**src/rtl/blueberry_pkg.sv**
```systemverilog
// Shared definitions for the 10-bit bus ALU control path: opcodes, sequencer
// states, bus source selects and the decoded instruction record.
package blueberry_pkg;

  localparam logic [3:0] OP_LD  = 4'b0000;
  localparam logic [3:0] OP_LDI = 4'b0001;
  localparam logic [3:0] OP_ADD = 4'b0010;
  localparam logic [3:0] OP_SUB = 4'b0011;
  localparam logic [3:0] OP_INV = 4'b0100;
  localparam logic [3:0] OP_FLP = 4'b0101;
  localparam logic [3:0] OP_AND = 4'b0110;
  localparam logic [3:0] OP_OR  = 4'b0111;
  localparam logic [3:0] OP_XOR = 4'b1000;
  localparam logic [3:0] OP_SHL = 4'b1001;
  localparam logic [3:0] OP_SHR = 4'b1010;
  localparam logic [3:0] OP_ASR = 4'b1011;

  localparam logic [1:0] BUS_NONE = 2'b00;
  localparam logic [1:0] BUS_REG  = 2'b01;
  localparam logic [1:0] BUS_EXT  = 2'b10;
  localparam logic [1:0] BUS_ALU  = 2'b11;

  typedef enum logic [2:0] {
    S_IDLE = 3'd0,
    S_LDA  = 3'd1,
    S_LDB  = 3'd2,
    S_EXEC = 3'd3,
    S_WB   = 3'd4,
    S_MOV  = 3'd5,
    S_IMM  = 3'd6,
    S_ERRS = 3'd7
  } seq_state_t;

  // IR[1:0] is reserved, so only the opcode and register fields are kept.
  typedef struct packed {
    logic [3:0] op;
    logic [1:0] rx;
    logic [1:0] ry;
  } instr_t;

  function automatic logic is_unary(input logic [3:0] op);
    return (op == OP_INV) || (op == OP_FLP);
  endfunction

  function automatic seq_state_t first_state(input logic [3:0] op, input logic skip_a_unary);
    if (op == OP_LD)                    return S_MOV;
    else if (op == OP_LDI)              return S_IMM;
    else if (op > OP_ASR)               return S_ERRS;
    else if (skip_a_unary && is_unary(op)) return S_LDB;
    else                                return S_LDA;
  endfunction

endpackage

```
**src/rtl/alu_sequencer_if.sv**
```systemverilog
// Instruction handshake plus datapath control bundle between the sequencer
// (master) and the instruction source / datapath side (slave).
interface alu_sequencer_if #(parameter int NREG = 4);
  logic [9:0]      IR;
  logic            IR_VALID;
  logic            IR_READY;
  logic [3:0]      FN;
  logic            Ain;
  logic            Gin;
  logic            Gout;
  logic [NREG-1:0] Rout;
  logic [NREG-1:0] Rin;
  logic [1:0]      BUS_SEL;
  logic            DONE;
  logic            ERR;
  logic [2:0]      STEP;

  modport master (
    input  IR, IR_VALID,
    output IR_READY, FN, Ain, Gin, Gout, Rout, Rin, BUS_SEL, DONE, ERR, STEP
  );

  modport slave (
    output IR, IR_VALID,
    input  IR_READY, FN, Ain, Gin, Gout, Rout, Rin, BUS_SEL, DONE, ERR, STEP
  );
endinterface

```
**src/rtl/alu_sequencer_onehot_dec2.sv**
```systemverilog
// 2-bit register field to 4-bit one-hot select.
module onehot_dec2 (
  input  logic [1:0] sel,
  output logic [3:0] onehot
);
  always_comb begin
    onehot      = '0;
    onehot[sel] = 1'b1;
  end
endmodule

```
**src/rtl/alu_sequencer.sv**
```systemverilog
// Multi-cycle control sequencer for the 10-bit bus ALU: one instruction per
// handshake, stepped through register/ALU bus transfers.
module alu_sequencer
  import blueberry_pkg::*;
#(
  parameter int NREG         = 4,
  parameter bit SKIP_A_UNARY = 1'b1
) (
  input  logic           CLKb,
  input  logic           RST,
  alu_sequencer_if.master bus
);

  seq_state_t state_q, state_d;
  instr_t     ir_q, ir_d;

  logic [NREG-1:0] rx_oh, ry_oh;
  logic            unused_rsvd;

  assign unused_rsvd = ^bus.IR[1:0];

  onehot_dec2 u_dec_rx (.sel(ir_q.rx), .onehot(rx_oh));
  onehot_dec2 u_dec_ry (.sel(ir_q.ry), .onehot(ry_oh));

  always_ff @(posedge CLKb) begin
    if (RST) begin
      state_q <= S_IDLE;
      ir_q    <= '0;
    end else begin
      state_q <= state_d;
      ir_q    <= ir_d;
    end
  end

  always_comb begin
    state_d = state_q;
    ir_d    = ir_q;
    unique case (state_q)
      S_IDLE: begin
        if (bus.IR_VALID) begin
          ir_d    = bus.IR[9:2];
          state_d = first_state(bus.IR[9:6], SKIP_A_UNARY);
        end
      end
      S_LDA:   state_d = S_LDB;
      S_LDB:   state_d = S_EXEC;
      S_EXEC:  state_d = S_WB;
      default: state_d = S_IDLE;
    endcase
  end

  // Outputs depend only on the registered state and latched instruction.
  always_comb begin
    bus.IR_READY = 1'b0;
    bus.FN       = '0;
    bus.Ain      = 1'b0;
    bus.Gin      = 1'b0;
    bus.Gout     = 1'b0;
    bus.Rout     = '0;
    bus.Rin      = '0;
    bus.BUS_SEL  = BUS_NONE;
    bus.DONE     = 1'b0;
    bus.ERR      = 1'b0;
    bus.STEP     = state_q;
    unique case (state_q)
      S_IDLE: bus.IR_READY = 1'b1;
      S_LDA: begin
        bus.Rout    = rx_oh;
        bus.BUS_SEL = BUS_REG;
        bus.Ain     = 1'b1;
      end
      S_LDB: begin
        bus.Rout    = ry_oh;
        bus.BUS_SEL = BUS_REG;
        bus.Gin     = 1'b1;
      end
      S_EXEC: begin
        bus.FN   = ir_q.op;
        bus.Gout = 1'b1;
      end
      S_WB: begin
        bus.BUS_SEL = BUS_ALU;
        bus.Rin     = rx_oh;
        bus.DONE    = 1'b1;
      end
      S_MOV: begin
        bus.Rout    = ry_oh;
        bus.BUS_SEL = BUS_REG;
        bus.Rin     = rx_oh;
        bus.DONE    = 1'b1;
      end
      S_IMM: begin
        bus.BUS_SEL = BUS_EXT;
        bus.Rin     = rx_oh;
        bus.DONE    = 1'b1;
      end
      S_ERRS: begin
        bus.ERR  = 1'b1;
        bus.DONE = 1'b1;
      end
      default: ;
    endcase
  end

endmodule

```
**src/flat_wrapper.sv**
```systemverilog
// flat-port wrapper written by rule: the top's interface ports become plain ports
module alu_sequencer_flat import blueberry_pkg::*;
#(
  parameter int NREG         = 4,
  parameter bit SKIP_A_UNARY = 1'b1
)
  (CLKb, RST, bus_IR, bus_IR_VALID, bus_IR_READY, bus_FN, bus_Ain, bus_Gin, bus_Gout, bus_Rout, bus_Rin, bus_BUS_SEL, bus_DONE, bus_ERR, bus_STEP);
  alu_sequencer_if #(.NREG(NREG)) bus_i ();
  input  logic CLKb;
  input  logic RST;
  input wire logic [$bits(bus_i.IR)-1:0] bus_IR;
  input wire logic [$bits(bus_i.IR_VALID)-1:0] bus_IR_VALID;
  output wire logic [$bits(bus_i.IR_READY)-1:0] bus_IR_READY;
  output wire logic [$bits(bus_i.FN)-1:0] bus_FN;
  output wire logic [$bits(bus_i.Ain)-1:0] bus_Ain;
  output wire logic [$bits(bus_i.Gin)-1:0] bus_Gin;
  output wire logic [$bits(bus_i.Gout)-1:0] bus_Gout;
  output wire logic [$bits(bus_i.Rout)-1:0] bus_Rout;
  output wire logic [$bits(bus_i.Rin)-1:0] bus_Rin;
  output wire logic [$bits(bus_i.BUS_SEL)-1:0] bus_BUS_SEL;
  output wire logic [$bits(bus_i.DONE)-1:0] bus_DONE;
  output wire logic [$bits(bus_i.ERR)-1:0] bus_ERR;
  output wire logic [$bits(bus_i.STEP)-1:0] bus_STEP;
  assign bus_i.IR = bus_IR;
  assign bus_i.IR_VALID = bus_IR_VALID;
  assign bus_IR_READY = bus_i.IR_READY;
  assign bus_FN = bus_i.FN;
  assign bus_Ain = bus_i.Ain;
  assign bus_Gin = bus_i.Gin;
  assign bus_Gout = bus_i.Gout;
  assign bus_Rout = bus_i.Rout;
  assign bus_Rin = bus_i.Rin;
  assign bus_BUS_SEL = bus_i.BUS_SEL;
  assign bus_DONE = bus_i.DONE;
  assign bus_ERR = bus_i.ERR;
  assign bus_STEP = bus_i.STEP;
  alu_sequencer #(.NREG(NREG), .SKIP_A_UNARY(SKIP_A_UNARY)) u_core (.CLKb(CLKb), .RST(RST), .bus(bus_i));
endmodule
```
**config.mk**
```make
export PLATFORM = sky130hd
export DESIGN_NAME = alu_sequencer_flat
export DESIGN_NICKNAME = d
export VERILOG_FILES = /design/src/rtl/blueberry_pkg.sv /design/src/rtl/alu_sequencer_if.sv /design/src/rtl/alu_sequencer_onehot_dec2.sv /design/src/rtl/alu_sequencer.sv /design/src/flat_wrapper.sv
export SDC_FILE = /design/constraint.sdc
export NUM_CORES = 1
export LEC_CHECK = 0
export BUFFER_PORTS_ARGS = -buffer_cell sky130_fd_sc_hd__buf_2
export CAP_MARGIN = 20
export CORE_MARGIN = 2
export CORE_UTILIZATION = 45
export DETAILED_ROUTE_END_ITERATION = 8
export MAX_ROUTING_LAYER = met4
export PLACE_DENSITY = 0.8
export SKIP_LAST_GASP = 1
export SLEW_MARGIN = 20
export SYNTH_ARGS = -nofsm -noshare
export SYNTH_HDL_FRONTEND = slang
export SYNTH_SLANG_ARGS = --single-unit
```
**constraint.sdc**
```tcl
create_clock -name CLKb -period 2.2 [get_ports CLKb]
set_input_delay 0.11 -clock CLKb [delete_from_list [all_inputs] [get_ports CLKb]]
set_output_delay 0.11 -clock CLKb [all_outputs]
set_load 0.005 [all_outputs]
```
==> key figures, run 1 <==
Detailed routing
  – Initial drt markers: 17
  – Via Count: between 700 and 800
  – Average vias per placed instance: 5.18
  – Drt first pass iters: 4
  – Drt wl/cell: 11.1 µm
  – Routed wire length: 1510 µm
  – Routed Antenna Nets: 0
  – DRC viols: 0

Yosys
  – Multiplexer share of the synthesized area: 0
  – Commonest cells in the netlist: 20 x nand2_1, 11 x dfxtp_1, 10 x a21oi_1, 10 x nor2_1
  – Post-synthesis sequential area ratio: 0.336
  – Post-synth top area cell: dfxtp_1
  – Synth Area in Compound Gates: 0.177
  – Synth Area in Adders: 0
  – Most common cell in the netlist: nand2_1
  – XOR/XNOR Fraction of Synth Area: 0
  – Simple-gate share of the synthesized area: 0.412
  – Largest family of logic cells by synthesized area: simple AND/OR/NAND/NOR gates
  – Ranking of synthesized cells by area: dfxtp_1 34%, nand2_1 11%, a21oi_1 7.6%
  – Yosys warns: 0
  – Post-Syn Area: 656 µm²
  – Unique cell type count in the Yosys netlist: 28
  – Ys async rst share: 0
  – Synth Register Bits: 11
  – Syn Nets: 103
  – EDFF count, synth: 0
  – Syn avg cell area: around 7.3 µm²
  – Cells after Synth: 90
  – Post-synth top area share: 0.336
  – Ys flop type: dfxtp_1

Floorplanning
  – Ports: 36
  – Die Height: 42.2 µm
  – Die area: about 1800 µm²
  – Row cnt: 13
  – Initial Util: 0.492
  – Die width: 42.2 µm
  – Core area: 1330 µm²

Clock tree
  – Clk_lat worst skew: 0.27 ns
  – H-tree depth: 1
  – Sink Count: 11
  – Clk root buf: clkbuf_4
  – Hold_buf cts: 0
  – CTS Buffer Depth: 2
  – Setup bufs post-CTS: 0
  – Post-cts gate resize count: 0
  – CTS clk-pin slew, worst paths: 0.07 ns
  – TritonCTS clock tree: yes
  – Num CTS Buffers: 3

Worst setup path
  – Worst path max stage delay: 0.58 ns
  – CP required: 2.09 ns
  – Crit path kind: reg2out
  – Critical-path top delay cell: dfxtp_1
  – Critical Path End Type: output pin
  – WP buf/inv: 1
  – Delay-heaviest family, CP: simple AND/OR/NAND/NOR gates
  – Startpoint types: flop
  – CP arrival: between 1.5 and 2 ns
  – Worst-path fanout max: 13
  – Worst path cell trace: or3b_4 > or3_1 > o31ai_1 > buf_2

GRT
  – Largest net degree at the start of global routing: 17
  – Antenna violations before repair: 0
  – Total Routing Usage GR: 0.181
  – Vias in the first global route: 587
  – First-pass GRT wire length: 2420 µm
  – Residual overflow from global routing: 0

Place
  – Cell count after placement: 132
  – Routability Congestion: slightly below 0.8
  – Detailed placement HPWL: 1130 µm
  – Number of port buffers: 33
  – Area after DPL: a little over 800 µm²

Pwr
  – Sequential share of power: 0.477
  – Maximum vdd drop: 0.000451 V
  – Final Power: 0.000517 W
  – Sw frac: 0.321
  – Leak Pwr: 0.411 nW
  – Combinational share of power: 0.254
  – Clock share of power: 0.269
  – Sw power: roughly 0.00017 W
  – Internal Dissipation: 0.000351 W
  – Cell area power density: 622 nW/µm²

Cells and area
  – Fin cells: about 140
  – P&R area growth vs syn: 26.9%
  – Share of post-route cells with drive strength above 1: 0.322
  – Final instance area: approximately 830 µm²
  – Final nets: 135
  – Ant diodes: 0

Hold path
  – Hold Path Class: in2reg

STA
  – Fin. max-slew vios: 0
  – Final Skew: 0.00437 ns
  – Hold Fails Final Rpt: 0
  – Fin crit period: 1.93 ns
  – Fin crit share: 0.878
  – Fmax: 517 MHz
  – Rel. slew slack: 0.653
  – Slew @ Worst Pin: 0.519 ns
  – Post-route setup TNS: 0 ns
  – RSZ-0062 raised after global routing: false
  – Hold slack final: 0.0783 ns
  – Final Setup Violations: 0

Job
  – Max capacitance violation total: 0

Outcome
  – Status: finished clean
tightest hold or removal path, stage by stage:
cell	delay (ns)
buf_2	0.10
nand2_1	0.05
a21oi_1	0.05
flip-flops by register name, indices dropped and copies added, names as in the netlist:
register,cells
u_core.ir_q,8
u_core.bus.STEP,3
power groups by stage:
stage	sequential (W)	combinational (W)	clock, W
3_5_place_dp	0.000251	0.000132	0
4_1_cts	0.000247	0.000133	0.000144
5_1_grt	0.000251	0.000149	0.000156
2_1_floorplan	0.000235	0.000101	0
6_report	0.000247	0.000131	0.000139
3_3_place_gp	0.000250	0.000129	0
placed cells by master, fill, tap and decap left out, types with 2 or more instances in the layout:
cell type / instances
o31ai_1: 3
nor2_1: 10
o22ai_1: 2
nand2_1: 20
clkbuf_4: 3
a21oi_1: 10
dfxtp_1: 11
nor3_1: 3
buf_2: 33
and2_1: 4
inv_1: 4
nor2b_1: 2
final timing paths:
check	slack (ns)	cells past startpoint	endpoint	from
max	0.27	4	bus_Rout[0]	u_core.bus.STEP[0]
min	0.08	3	u_core.ir_q[0]	bus_IR[2]
max reg2reg	0.67	3	u_core.ir_q[7]	u_core.bus.STEP[2]
min reg2reg	0.46	2	u_core.ir_q[4]	u_core.ir_q[4]
layer usage:
layer / share of wire / wire length [µm] / vias to the layer above / GRT usage
met3: 0.057 / 86 / 2 / 0.0302
met5: 0 / 0 / - / -
met2: 0.49 / 733 / 21 / 0.305
met1: 0.45 / 686 / 313 / 0.205
li1: - / - / 369 / -
met4: 0.0033 / 5 / 0 / 0.0938
stage by stage:
step	worst slack, ns	utilization
final	0.267	0.624
after global routing	0.114	0.624
after CTS	0.246	0.624
after detailed placement	0.553	0.604
after global placement	0.580	0.604
after floorplan	0.894	-
cell families after synthesis:
family,after synthesis
compound gates,19
buf+inv,10
flops,11
simple gates,50
final cells by class:
type                    instances  area, µm²
flip-flops and latches         11        220
well taps                      15       18.8
multi-input cells              69        387
repair buffers                 33        165
clock buffers                   4       26.3
fillers                       134        502
inverters                       4       15.0
Note: power is estimated with default switching activity, not from simulation.
==> inputs of run 2 (changes only) <==
--- a/config.mk
+++ b/config.mk
@@ -7,11 +7,14 @@
 export LEC_CHECK = 0
 export BUFFER_PORTS_ARGS = -buffer_cell sky130_fd_sc_hd__buf_2
 export CAP_MARGIN = 20
+export CELL_PAD_IN_SITES_DETAIL_PLACEMENT = 1
+export CELL_PAD_IN_SITES_GLOBAL_PLACEMENT = 1
 export CORE_MARGIN = 2
-export CORE_UTILIZATION = 45
+export CORE_UTILIZATION = 31
+export CTS_CLUSTER_SIZE = 24
 export DETAILED_ROUTE_END_ITERATION = 8
 export MAX_ROUTING_LAYER = met4
-export PLACE_DENSITY = 0.8
+export PLACE_DENSITY = 0.81
 export SKIP_LAST_GASP = 1
 export SLEW_MARGIN = 20
 export SYNTH_ARGS = -nofsm -noshare
==> run 2 against run 1 <==
  * Core utilization fell by 20 points
  * Clock-buffer cell count did not move
  * Register-to-register slack worse by 0.04 ns
  * Via count increased by 5.4%
  * Setup slack worse by 0.028 ns
  * Die area grew 41%
  * Sequential power about the same
  * Clock skew about the same
  * Routed wire length grew 25%
  * First-iteration DRC count fell by 65%
  * Flip-flop and latch count stayed put
  * Cell count rose by 8.8%
  * Largest power group unchanged
==> key figures, run 2 (synthesis gave the netlist of run 1 again) <==
Floorplanning
  – Row cnt: 16 (was 13)
  – Die area: 2500 µm² (was 1780 µm²)
  – Core area: 1980 µm² (was 1330 µm²)
  – Ports: 36 (unchanged)
  – Die width: 50.0 µm (was 42.2 µm)
  – Die Height: 50.0 µm (was 42.2 µm)
  – Initial Util: 0.331 (was 0.492)

Detailed routing
  – Drt wl/cell: 12.8 µm (was 11.1 µm)
  – Initial drt markers: 6 (was 17)
  – Drt first pass iters: 4 (unchanged)
  – DRC viols: 0 (unchanged)
  – Average vias per placed instance: 5.02 (was 5.18)
  – Via Count: 743 (was 705)
  – Routed Antenna Nets: 0 (unchanged)
  – Routed wire length: 1890 µm (was 1510 µm)

GRT
  – GR Layer Usage met3: 0.0273 (was 0.0302)
  – Residual overflow from global routing: 0 (unchanged)
  – Grt met1 use: 0.198 (was 0.205)
  – Antenna violations before repair: 0 (unchanged)
  – Met2 global-route usage: 0.287 (was 0.305)
  – Total Routing Usage GR: 0.168 (was 0.181)
  – Vias in the first global route: 700 (was 587)
  – Top Usage Layer GRT: met2 (unchanged)
  – Largest net degree at the start of global routing: 17 (unchanged)
  – First-pass GRT wire length: 3140 µm (was 2420 µm)

Place
  – Detailed placement HPWL: 1430 µm (was 1130 µm)
  – Routability Congestion: 0.682 (was 0.794)
  – Cell count after placement: 144 (was 132)
  – Number of port buffers: 33 (unchanged)

Clock tree
  – Clk_lat worst skew: 0.27 ns (about the same)
  – CTS Buffer Depth: 2 (unchanged)
  – Sink Count: 11 (unchanged)
  – CTS clk-pin slew, worst paths: 0.07 ns (about the same)
  – TritonCTS clock tree: yes (unchanged)
  – Num CTS Buffers: 3 (unchanged)
  – Clk root buf: clkbuf_4 (unchanged)
  – Hold_buf cts: 0 (unchanged)
  – Post-cts gate resize count: 0 (unchanged)
  – Setup bufs post-CTS: 0 (unchanged)
  – H-tree depth: 1 (unchanged)

Cells and area
  – P&R area growth vs syn: 29.2% (was 26.9%)
  – Max FFs per register: 8 (unchanged)
  – Ant diodes: 0 (unchanged)
  – Commonest non-fill, non-tap cell in the layout: buf_2 (unchanged)
  – Most frequent cells in the layout: 33 x buf_2, 20 x nand2_1, 11 x dfxtp_1 (unchanged)
  – Fin cells: 148 (was 136)
  – Final nets: 135 (unchanged)
  – Top reg by flops: u_core.ir_q (unchanged)
  – Share of post-route cells with drive strength above 1: 0.322 (unchanged)
  – # fillers: 261 (was 134)

STA
  – Rel. slew slack: 0.638 (was 0.653)
  – Post-route setup TNS: 0 ns (unchanged)
  – RSZ-0062 raised after global routing: false (unchanged)
  – Final Setup Violations: 0 (unchanged)
  – Fin. max-slew vios: 0 (unchanged)
  – Hold Fails Final Rpt: 0 (unchanged)
  – Fin crit period: 1.96 ns (was 1.93 ns)
  – Fmax: 510 MHz (was 517 MHz)
  – Fin crit share: 0.891 (was 0.878)
  – Slew @ Worst Pin: 0.542 ns (was 0.519 ns)
  – Final Skew: 0.00454 ns (was 0.00437 ns)

Worst setup path
  – Crit path kind: reg2out (unchanged)
  – Worst path max stage delay: 0.59 ns (was 0.58 ns)
  – CP arrival: 1.85 ns (was 1.82 ns)
  – R2R setup slack: 0.63 ns (was 0.67 ns)
  – Startpoint types: flop (unchanged)
  – Critical Path End Type: output pin (unchanged)
  – Worst path cell trace: or3b_4 > or3_1 > o31ai_1 > buf_2 (unchanged)
  – R2R depth: 3 (unchanged)
  – Critical-path top delay cell: dfxtp_1 (unchanged)
  – CP Launch Point: u_core.bus.STEP[0] (unchanged)
  – Worst-path fanout max: 13 (unchanged)
  – Reg2reg end: u_core.ir_q[3] (was u_core.ir_q[7])
  – CP required: 2.09 ns (about the same)
  – R2r startpoint: u_core.bus.STEP[2] (unchanged)
  – Crit path capture: bus_Rout[0] (unchanged)

Outcome
  – Status: finished clean (unchanged)

Hold path
  – Hold Path Class: in2reg (unchanged)

Pwr
  – Leak Pwr: 0.411 nW (unchanged)
  – Cell area power density: 617 nW/µm² (was 622 nW/µm²)
  – Final Power: 0.000523 W (was 0.000517 W)
  – Maximum vdd drop: 0.000280 V (was 0.000451 V)

Job
  – Max capacitance violation total: 0 (unchanged)
==> run 2: final cells by class <==
class,instances,area (µm²),area share
sequential,11,220,0.260
clock buffer,4,26.3,0.0310
tap,27,33.8,0.0399
inverter,4,15.0,0.0177
multi-input combinational,69,387,0.456
timing repair buffer,33,165,0.195
==> run 2: how the worst min path moves through the flow <==
| stage | cells after the start | start | endpoint | slack, ns |
|---|---|---|---|---|
| 2_1_floorplan | 1 | RST | u_core.bus.STEP[0] | 0.20 |
| 3_3_place_gp | 3 | bus_IR[5] | u_core.ir_q[3] | 0.35 |
| 3_5_place_dp | 3 | bus_IR[4] | u_core.ir_q[2] | 0.37 |
| 4_1_cts | 3 | bus_IR[4] | u_core.ir_q[2] | 0.08 |
| 5_1_grt | 3 | bus_IR[3] | u_core.ir_q[1] | 0.10 |
| 6_report | 3 | bus_IR[4] | u_core.ir_q[2] | 0.08 |
==> run 2: worst max-delay path, delay by kind of cell (launching register included) <==
family | cells | cell delay (ns)
buffers and inverters | 1 | 0.16
and+or+nand+nor | 2 | 0.77
AOI/OAI and AO/OA | 1 | 0.07
DFF | 1 | 0.59
==> run 2: metal layers <==
layer,up-vias,part of all wire
li1,370,-
met1,350,0.45
met2,23,0.50
met3,0,0.047
met4,0,0
met5,-,0
==> run 2: stage by stage <==
step	instance area [µm²]	setup WS, ns	hold WS, ns	util
after global placement	821	0.573	0.354	0.414
after floorplan	656	0.894	0.202	-
final	847	0.239	0.0845	0.427
after CTS	847	0.209	0.0810	0.427
after global routing	847	0.119	0.104	0.427
after detailed placement	821	0.514	0.368	0.414
==> run 2: where the power goes <==
group	internal (W)	switching, W	leakage [nW]	total, W
Combinational	0.0000638	0.0000725	0.306	0.000136
Clock	0.0000701	0.0000673	0.0150	0.000137
Sequential	0.000217	0.0000316	0.0903	0.000249
Total	0.000351	0.000171	0.411	0.000523
==> inputs of run 3 (changes only) <==
--- a/config.mk
+++ b/config.mk
@@ -5,16 +5,17 @@
 export SDC_FILE = /design/constraint.sdc
 export NUM_CORES = 1
 export LEC_CHECK = 0
+export ABC_AREA = 1
 export BUFFER_PORTS_ARGS = -buffer_cell sky130_fd_sc_hd__buf_2
 export CAP_MARGIN = 20
 export CELL_PAD_IN_SITES_DETAIL_PLACEMENT = 1
 export CELL_PAD_IN_SITES_GLOBAL_PLACEMENT = 1
 export CORE_MARGIN = 2
-export CORE_UTILIZATION = 31
+export CORE_UTILIZATION = 29
 export CTS_CLUSTER_SIZE = 24
 export DETAILED_ROUTE_END_ITERATION = 8
 export MAX_ROUTING_LAYER = met4
-export PLACE_DENSITY = 0.81
+export PLACE_DENSITY = 0.79
 export SKIP_LAST_GASP = 1
 export SLEW_MARGIN = 20
 export SYNTH_ARGS = -nofsm -noshare
==> run 3 against run 2 <==
  * Synthesized cell count up 27%
  * Setup slack better by 0.38 ns
  * Die area up 9.1%
  * Sequential power up 9.2%
  * Area after synthesis up 2.9%
  * Global-route usage down 1.2 points
  * Core utilization down 3.2 points
  * Routed wire length down 3.3%
  * Highest routed layer is now met4
==> key figures, run 3 <==
Outcome
  – Status: finished clean (unchanged)

GRT
  – GR Layer Usage met3: 0.0171 (was 0.0273)
  – Largest net degree at the start of global routing: 17 (unchanged)
  – Total Routing Usage GR: 0.156 (was 0.168)
  – Met2 global-route usage: 0.249 (was 0.287)
  – Vias in the first global route: 730 (was 700)
  – Residual overflow from global routing: 0 (unchanged)
  – Antenna violations before repair: 0 (unchanged)
  – First-pass GRT wire length: 3010 µm (was 3140 µm)
  – Top Usage Layer GRT: met2 (unchanged)
  – Grt met1 use: 0.187 (was 0.198)

Yosys
  – Post-synth top area share: 0.327 (was 0.336)
  – Cells after Synth: 114 (was 90)
  – Post-synthesis sequential area ratio: 0.327 (was 0.336)
  – Yosys warns: 0 (unchanged)
  – Post-synth top area cell: dfxtp_1 (unchanged)
  – Most common cell in the netlist: nand2_1 (unchanged)
  – Ys flop type: dfxtp_1 (unchanged)
  – EDFF count, synth: 0 (unchanged)
  – Synth Register Bits: 11 (unchanged)
  – Ranking of synthesized cells by area: dfxtp_1 33%, nand2_1 20%, nor2_1 15% (was dfxtp_1 34%, nand2_1 11%, a21oi_1 7.6%)
  – Unique cell type count in the Yosys netlist: 17 (was 28)
  – Ys async rst share: 0 (unchanged)
  – Syn avg cell area: 5.92 µm² (was 7.28 µm²)
  – Post-Syn Area: 674 µm² (was 656 µm²)
  – Syn Nets: 127 (was 103)
  – Commonest cells in the netlist: 36 x nand2_1, 27 x nor2_1, 14 x inv_1, 11 x dfxtp_1, 8 x nand3_1 (was 20 x nand2_1, 11 x dfxtp_1, 10 x a21oi_1, 10 x nor2_1)

Clock tree
  – Clk root buf: clkbuf_4 (unchanged)
  – CTS clk-pin slew, worst paths: 0.07 ns (about the same)
  – Setup bufs post-CTS: 0 (unchanged)
  – Post-cts gate resize count: 0 (unchanged)
  – CTS Buffer Depth: 2 (unchanged)
  – Num CTS Buffers: 3 (unchanged)
  – Sink Count: 11 (unchanged)
  – TritonCTS clock tree: yes (unchanged)
  – H-tree depth: 1 (unchanged)
  – Hold_buf cts: 0 (unchanged)
  – Clk_lat worst skew: 0.27 ns (about the same)

Cells and area
  – # fillers: 331 (was 261)
  – Finished Core Util: 0.395 (was 0.427)
  – Top reg by flops: u_core.ir_q (unchanged)
  – Max FFs per register: 8 (unchanged)
  – Final nets: 162 (was 135)
  – Register area: 220 µm² (unchanged)
  – Share of post-route cells with drive strength above 1: 0.277 (was 0.322)
  – Final instance area: 875 µm² (was 847 µm²)
  – Commonest non-fill, non-tap cell in the layout: nand2_1 (was buf_2)
  – Multi-input logic area: 368 µm² (was 387 µm²)
  – P&R area growth vs syn: 29.7% (was 29.2%)
  – Fin cells: 176 (was 148)
  – Most frequent cells in the layout: 36 x nand2_1, 33 x buf_2, 27 x nor2_1 (was 33 x buf_2, 20 x nand2_1, 11 x dfxtp_1)
  – Ant diodes: 0 (unchanged)

Pwr
  – Maximum vdd drop: 0.000311 V (was 0.000280 V)
  – Leak Pwr: 0.535 nW (was 0.411 nW)
  – Cell area power density: 783 nW/µm² (was 617 nW/µm²)
  – Final Power: 0.000685 W (was 0.000523 W)

Floorplanning
  – Die Height: 52.2 µm (was 50.0 µm)
  – Die area: 2730 µm² (was 2500 µm²)
  – Die width: 52.2 µm (was 50.0 µm)
  – Ports: 36 (unchanged)
  – Row cnt: 17 (was 16)
  – Core area: 2210 µm² (was 1980 µm²)
  – Initial Util: 0.305 (was 0.331)

Worst setup path
  – WP buf/inv: 2 (was 1)
  – Worst path max stage delay: 0.50 ns (was 0.59 ns)
  – Startpoint types: flop (unchanged)
  – Critical Path End Type: output pin (unchanged)
  – Worst-path fanout max: 9 (was 13)
  – Delay-heaviest family, CP: flip-flops (was simple AND/OR/NAND/NOR gates)
  – CP arrival: 1.47 ns (was 1.85 ns)
  – CP Launch Point: u_core.bus.STEP[2] (was u_core.bus.STEP[0])
  – Critical-path top delay cell: dfxtp_1 (unchanged)
  – R2r startpoint: u_core.bus.STEP[2] (unchanged)
  – Worst path cell trace: inv_2 > o21ai_2 > nand3_1 > nand2_1 > buf_2 (was or3b_4 > or3_1 > o31ai_1 > buf_2)
  – CP required: 2.09 ns (about the same)
  – Crit path kind: reg2out (unchanged)

STA
  – Post-route setup TNS: 0 ns (unchanged)
  – RSZ-0062 raised after global routing: false (unchanged)
  – Final Setup Violations: 0 (unchanged)
  – Fin crit period: 1.58 ns (was 1.96 ns)
  – Final Skew: 0.00240 ns (was 0.00454 ns)
  – Hold Fails Final Rpt: 0 (unchanged)
  – Fmax: 632 MHz (was 510 MHz)
  – Fin crit share: 0.719 (was 0.891)
  – Slew @ Worst Pin: 0.352 ns (was 0.542 ns)
  – Rel. slew slack: 0.763 (was 0.638)
  – Fin. max-slew vios: 0 (unchanged)

Place
  – Cell count after placement: 172 (was 144)
  – Number of port buffers: 33 (unchanged)
  – Detailed placement HPWL: 1480 µm (was 1430 µm)
  – Area after DPL: 848 µm² (was 821 µm²)
  – Routability Congestion: 0.757 (was 0.682)

Detailed routing
  – Routed wire length: 1830 µm (was 1890 µm)
  – Initial drt markers: 11 (was 6)
  – Routed Antenna Nets: 0 (unchanged)
  – Drt wl/cell: 10.4 µm (was 12.8 µm)
  – Via Count: 790 (was 743)
  – DRC viols: 0 (unchanged)
  – Average vias per placed instance: 4.49 (was 5.02)
  – Drt first pass iters: 4 (unchanged)

Hold path
  – Worst hold start: bus_IR[2] (was bus_IR[4])
  – Hold Path Class: in2reg (unchanged)

Job
  – Max capacitance violation total: 0 (unchanged)
-- run 3: metrics by stage --
| stage | hold WS (ns) | worst slack [ns] |
|---|---|---|
| 5_1_grt | 0.0655 | 0.483 |
| 3_3_place_gp | 0.333 | 0.961 |
| 2_1_floorplan | 0.245 | 1.15 |
| 6_report | 0.0727 | 0.618 |
| 4_1_cts | 0.0643 | 0.593 |
| 3_5_place_dp | 0.352 | 0.904 |
-- run 3: logic make-up (layout without fill, tap and decap cells) --
group / Yosys count / count (layout) / synth area share
AOI/OAI and AO/OA: 4 / 4 / 0.0352
buffers and inverters: 19 / 53 / 0.128
DFF: 11 / 11 / 0.327
and+or+nand+nor: 80 / 80 / 0.510
-- run 3: area by class of cell --
class,count,share of cell area
Multi-Input combinational cell,84,0.421
Timing Repair Buffer,33,0.189
Sequential cell,11,0.252
Inverter,16,0.0687
Tap cell,28,0.0401
Clock buffer,4,0.0300
-- run 3: metal layers --
| layer | wire, µm | share of wire |
|---|---|---|
| met3 | 90 | 0.049 |
| met4 | 31 | 0.017 |
| met5 | 0 | 0 |
| met1 | 813 | 0.44 |
| met2 | 892 | 0.49 |
-- run 3: worst paths after layout --
check	end	slack, ns	cells after the start
max	bus_Rout[1]	0.62	5
min	u_core.ir_q[0]	0.07	3
max reg2reg	u_core.ir_q[6]	1.04	5
min reg2reg	u_core.ir_q[4]	0.52	4
-- run 3: power breakdown --
group,total (W),internal (W),leakage (nW),switching [W]
clock network,0.000138,0.0000702,0.0150,0.0000681
registers,0.000272,0.000236,0.0909,0.0000368
logic,0.000274,0.000105,0.429,0.000170
total,0.000685,0.000410,0.535,0.000275
-- run 3: worst register-to-register path, delay by kind of cell, from the launching register on --
kind                   cells  cell delay [ns]
flip-flops                 1             0.50
buffers and inverters      1             0.15
AND/OR/NAND/NOR            4             0.42
